===== src/rtl/ppbuf_rd_sched_pkg.sv =====
// rtl/ppbuf_rd_sched_pkg.sv - shared state encoding and default widths for the ping-pong read scheduler
package ppbuf_rd_sched_pkg;

  localparam int CNT_W_DEF  = 11;
  localparam int WAIT_W_DEF = 3;

  typedef enum logic [1:0] {
    ST_IDLE    = 2'd0,
    ST_PREFILL = 2'd1,
    ST_RUN     = 2'd2,
    ST_STARVE  = 2'd3
  } sched_state_e;

endpackage


===== src/rtl/ppbuf_pace_cnt.sv =====
// rtl/ppbuf_pace_cnt.sv - read-slot pacing counter; one slot every ds_wait+1 clocks
module ppbuf_pace_cnt
  import ppbuf_rd_sched_pkg::*;
#(
  parameter int WAIT_W = WAIT_W_DEF
) (
  input  logic              clk,
  input  logic              rst,
  input  logic              clear,
  input  logic              hold,
  input  logic [WAIT_W-1:0] ds_wait,
  output logic              slot
);

  logic [WAIT_W-1:0] pace_q, pace_d;
  logic [WAIT_W-1:0] ds_wait_q, ds_wait_d;

  always_comb begin
    pace_d    = pace_q;
    ds_wait_d = ds_wait_q;
    if (clear) begin
      pace_d    = '0;
      ds_wait_d = ds_wait;
    end else if (pace_q == '0) begin
      // A consumed slot starts the next period and samples the new pacing value.
      if (!hold) begin
        pace_d    = (ds_wait_q == '0) ? '0 : WAIT_W'(1);
        ds_wait_d = ds_wait;
      end
    end else if (pace_q >= ds_wait_q) begin
      pace_d = '0;
    end else begin
      pace_d = pace_q + WAIT_W'(1);
    end
  end

  always_ff @(posedge clk) begin
    if (rst) begin
      pace_q    <= '0;
      ds_wait_q <= '0;
    end else begin
      pace_q    <= pace_d;
      ds_wait_q <= ds_wait_d;
    end
  end

  assign slot = (pace_q == '0);

endmodule


===== src/rtl/ppbuf_rd_sched.sv =====
// rtl/ppbuf_rd_sched.sv - prefill/pace/starve read scheduler for the ping-pong sample FIFO
module ppbuf_rd_sched
  import ppbuf_rd_sched_pkg::*;
#(
  parameter int CNT_W       = CNT_W_DEF,
  parameter int WAIT_W      = WAIT_W_DEF,
  parameter int PREFILL_LVL = 512
) (
  input  logic              ACLK,
  input  logic              ARST,
  input  logic              enable,
  input  logic [WAIT_W-1:0] ds_wait,
  input  logic [CNT_W-1:0]  data_count,
  input  logic              buf_rready,
  input  logic              pwm_wready,
  output logic              buf_rd,
  output logic              mute,
  output logic              underrun,
  input  logic              underrun_clr,
  output logic [1:0]        sched_state
);

  sched_state_e state_q, state_d;
  logic buf_rd_q, buf_rd_d;
  logic mute_q, mute_d;
  logic underrun_q, underrun_d;
  logic slot, pace_clear, fire, underrun_set;

  always_comb begin
    state_d      = state_q;
    fire         = 1'b0;
    pace_clear   = 1'b0;
    underrun_set = 1'b0;
    if (!enable) begin
      state_d    = ST_IDLE;
      pace_clear = 1'b1;
    end else begin
      case (state_q)
        ST_IDLE:    state_d = ST_PREFILL;
        ST_PREFILL: begin
          if (data_count >= CNT_W'(PREFILL_LVL)) begin
            state_d    = ST_RUN;
            pace_clear = 1'b1;
          end
        end
        ST_RUN: begin
          // A slot waits for the PWM side; only an empty FIFO at a live slot is starvation.
          if (slot && pwm_wready) begin
            if (buf_rready) begin
              fire = 1'b1;
            end else begin
              state_d      = ST_STARVE;
              underrun_set = 1'b1;
            end
          end
        end
        ST_STARVE:  state_d = ST_PREFILL;
        default:    state_d = ST_IDLE;
      endcase
    end
    buf_rd_d   = fire;
    mute_d     = (state_d != ST_RUN);
    underrun_d = underrun_set ? 1'b1 : (underrun_clr ? 1'b0 : underrun_q);
  end

  always_ff @(posedge ACLK) begin
    if (ARST) begin
      state_q    <= ST_IDLE;
      buf_rd_q   <= 1'b0;
      mute_q     <= 1'b1;
      underrun_q <= 1'b0;
    end else begin
      state_q    <= state_d;
      buf_rd_q   <= buf_rd_d;
      mute_q     <= mute_d;
      underrun_q <= underrun_d;
    end
  end

  ppbuf_pace_cnt #(.WAIT_W(WAIT_W)) u_pace (
    .clk     (ACLK),
    .rst     (ARST),
    .clear   (pace_clear),
    .hold    (!fire),
    .ds_wait (ds_wait),
    .slot    (slot)
  );

  assign buf_rd      = buf_rd_q;
  assign mute        = mute_q;
  assign underrun    = underrun_q;
  assign sched_state = state_q;

endmodule

===== config.mk =====
export PLATFORM = sky130hd
export DESIGN_NAME = ppbuf_rd_sched
export DESIGN_NICKNAME = d
export VERILOG_FILES = /design/src/rtl/ppbuf_rd_sched_pkg.sv /design/src/rtl/ppbuf_pace_cnt.sv /design/src/rtl/ppbuf_rd_sched.sv
export SDC_FILE = /design/constraint.sdc
export NUM_CORES = 1
export LEC_CHECK = 0
export CAP_MARGIN = 20
export CORE_MARGIN = 8
export CORE_UTILIZATION = 42
export DETAILED_ROUTE_END_ITERATION = 10
export GPL_TIMING_DRIVEN = 0
export PLACE_DENSITY_LB_ADDON = 0.2
export SYNTH_ARGS = -nofsm -noshare
export SYNTH_HDL_FRONTEND = slang
export SYNTH_SLANG_ARGS = --single-unit
export TNS_END_PERCENT = 20

===== constraint.sdc =====
create_clock -name ACLK -period 2.25 [get_ports ACLK]
set_clock_uncertainty 0.2 [all_clocks]
set_input_delay 0.675 -clock ACLK [delete_from_list [all_inputs] [get_ports ACLK]]
set_output_delay 0.675 -clock ACLK [all_outputs]
set_load 0.05 [all_outputs]

==> metrics <==
outcome=complete, no violations; multi-input combinational cell area=approximately 400 µm²; Max Cap Violations=0; slack of the critical path=between 0.1 and 0.15 ns; fillers=around 140; Initial Util=approximately 44%; Seq/Total Area, Yosys=approximately a third; Post-CTS Hold Fix Bufs=0; Pre-Repair DR Iteration Count=2; Worst EP required=approximately 1.4 ns; Critical Path Start=sched_state[0]; total clock sinks=11; # diodes=0; critical path's largest stage delay=between 0.5 and 0.6 ns; via count=between 500 and 600; Synth top area share=33.8%; CP endpoint=sched_state[0]; # port buffers=15; H-tree level count=1; WS Path Type=register to primary output; vias per cell=5.05; HPWL after DPL=about 1.1 mm; DRC=0; CP max-delay cell=dlygate4sd2_1; Core Area=around 1500 µm²; CTS buffer count=3; post-synthesis cell count=68; Area contributors post-synth=dfxtp_1, ha_1, mux2i_1, inv_1, nor2_1; initial antenna violation count=0; worst endpoint data arrival time=1.25 ns; synthesis-to-finish area growth=29.8%; Sequential cell area=roughly 220 µm²; CP bufs+invs=1; syn_area_per_cell=between 9 and 10 µm²; syn nets=96; crit end category=primary output; Netlist Area Pre-Place=651 µm²; Synth cell types=26; VDD IR max=470 µV; die area=between 3000 and 4000 µm²; I/O pin count=25; minimum clock period=around 2.1 ns; Final Max Tran Viols=0; final hold vios=0; DIE HEIGHT=about 55 µm; Clock Latency Late Sink=0.26 ns; final antenna-violating net count=0; HP Start=underrun; Synthesis Warnings=0; root buffer selected by CTS=clkbuf_4; Final nets=roughly 120; crit start category=register; measured slew at the worst slew-check pin=around 0.50 ns; Pwr Density=506 nW/µm²; total routed wirelength=1.29 mm; Yosys reg bits=11; largest area contributor in the netlist=dfxtp_1; CP Cell Sequence=dlygate4sd2_1; Worst Hold Class=register to register; r2r endpoint=u_pace.pace_q[1]; number of global-route vias before repair=~520; GRT Util Overall=under 10%; num rows=14; final core utilization=57.4%; routed length per instance=between 10 and 15 µm; Crit path depth=1; CP top delay family=buffers and inverters; fin crit share=94.3%; upper clock frequency limit=~470 MHz; clock buffer depth=2; Clock transition at path regs=about 0.070 ns; gr ovfl total=0; layout cells sized above 1=around 10%; number of synthesized flops with an enable pin=0; Setup-failing EPs final=0; RSZ-0062 raised after global routing=false; TritonCTS clock tree=built; ys async rst share=0%; dominant synthesized flop cell=dfxtp_1; first-pass GRT wire length=2.23 mm; leakage=~0.00037 µW; 1st-iter DRT viols=7; FF-to-FF setup slack=around 0.34 ns; GP Congestion=0.735; largest net degree at the start of global routing=9; R2R cell count=6; crit-path max FO=6; worst relative slew slack=66.5%; die width=~55 µm; Place WS=-0.146 ns; reg2reg start=u_pace.pace_q[0]
-- cell usage in the layout (no fill, tap or decap) --
| cell | instances |
|---|---|
| a21oi_1 | 3 |
| a311oi_4 | 1 |
| a32oi_1 | 1 |
| and3_4 | 2 |
| and3b_1 | 1 |
| clkbuf_1 | 1 |
| clkbuf_4 | 3 |
| clkdlybuf4s50_1 | 10 |
| dfxtp_1 | 11 |
| dlygate4sd2_1 | 4 |
| dlymetal6s2s_1 | 1 |
| ha_1 | 8 |
| inv_1 | 8 |
| mux2i_1 | 3 |
| nand2_1 | 2 |
| nand3_1 | 1 |
| nand3_4 | 1 |
| nor2_1 | 8 |
| nor2b_1 | 1 |
| nor2b_4 | 1 |
| nor3_1 | 4 |
| nor3b_1 | 1 |
| nor4_1 | 1 |
| o21a_1 | 1 |
| o21ai_0 | 3 |
| o311a_1 | 1 |
| o311ai_0 | 1 |
| or3_1 | 1 |
| or3b_2 | 1 |
| or4b_1 | 1 |
| xnor2_1 | 1 |
-- flip-flops by register name (all words and copies together), names as in the netlist --
register / count
underrun: 1
mute: 1
sched_state: 2
buf_rd: 1
u_pace.ds_wait_q: 3
u_pace.pace_q: 3
-- power by group --
part / total (µW) / internal [µW] / switching (µW)
sequential: 209 / 202 / 6.78
clock: 135 / 68.5 / 66.6
combinational: 83.7 / 40.1 / 43.6
total: 427 / 310 / 117
-- cells in the mapped netlist, drive strengths merged (2+ instances only) --
library cell,n
a21oi,3
and3,2
dfxtp,11
ha,8
inv,8
mux2i,3
nand2,2
nand3,2
nor2,8
nor2b,2
nor3,4
o21ai,3
-- repair_timing --
action / 4_1_cts / 5_1_grt
endpoints found under the setup margin: 4 / 1
gates cloned: 0 / 0
gates resized for setup: 4 / 1
setup buffers: 0 / 0
-- layout make-up --
type	count	share of cell area, %
clock buffers	4	3.11
inverters	8	3.56
multi-input cells	49	47.4
flip-flops and latches	11	26.1
well taps	16	2.37
repair buffers	15	17.5
-- per-layer routing --
layer,up-vias,GRT usage (%),routed length (µm)
met5,-,0,0
met4,0,1.06,0
met3,0,4.34,80
met2,10,14.3,625
met1,232,9.20,580
li1,278,-,-
-- cell families after synthesis --
kind of cell	share of synthesized area, %
fa+ha+maj	15.4
flops	33.8
simple gates	26.2
buf+inv	4.62
compound gates	14.0
xor+xnor	1.35
mux	4.62
-- how the worst min path moves through the flow --
stage,cells past startpoint,slack (ns),endpoint
global placement,2,0.28,underrun
floorplan,2,0.28,u_pace.pace_q[1]
detailed placement,2,0.28,underrun
finish,2,0.29,underrun
CTS,2,0.30,underrun
global route,2,0.34,underrun
-- per-stage QoR --
stage / hold slack [ns] / total power, µW / std cells / TNS (ns) / instance area [µm²]
after global routing: 0.338 / 452 / 103 / 0 / 845
after CTS: 0.295 / 433 / 103 / 0 / 842
after floorplan: 0.278 / 263 / 68 / 0 / 651
after detailed placement: 0.282 / 300 / 99 / -0.668 / 821
after global placement: 0.275 / 299 / 99 / -0.627 / 821
final: 0.290 / 427 / 103 / 0 / 845
No activity file was read; power rests on OpenSTA's default activity.
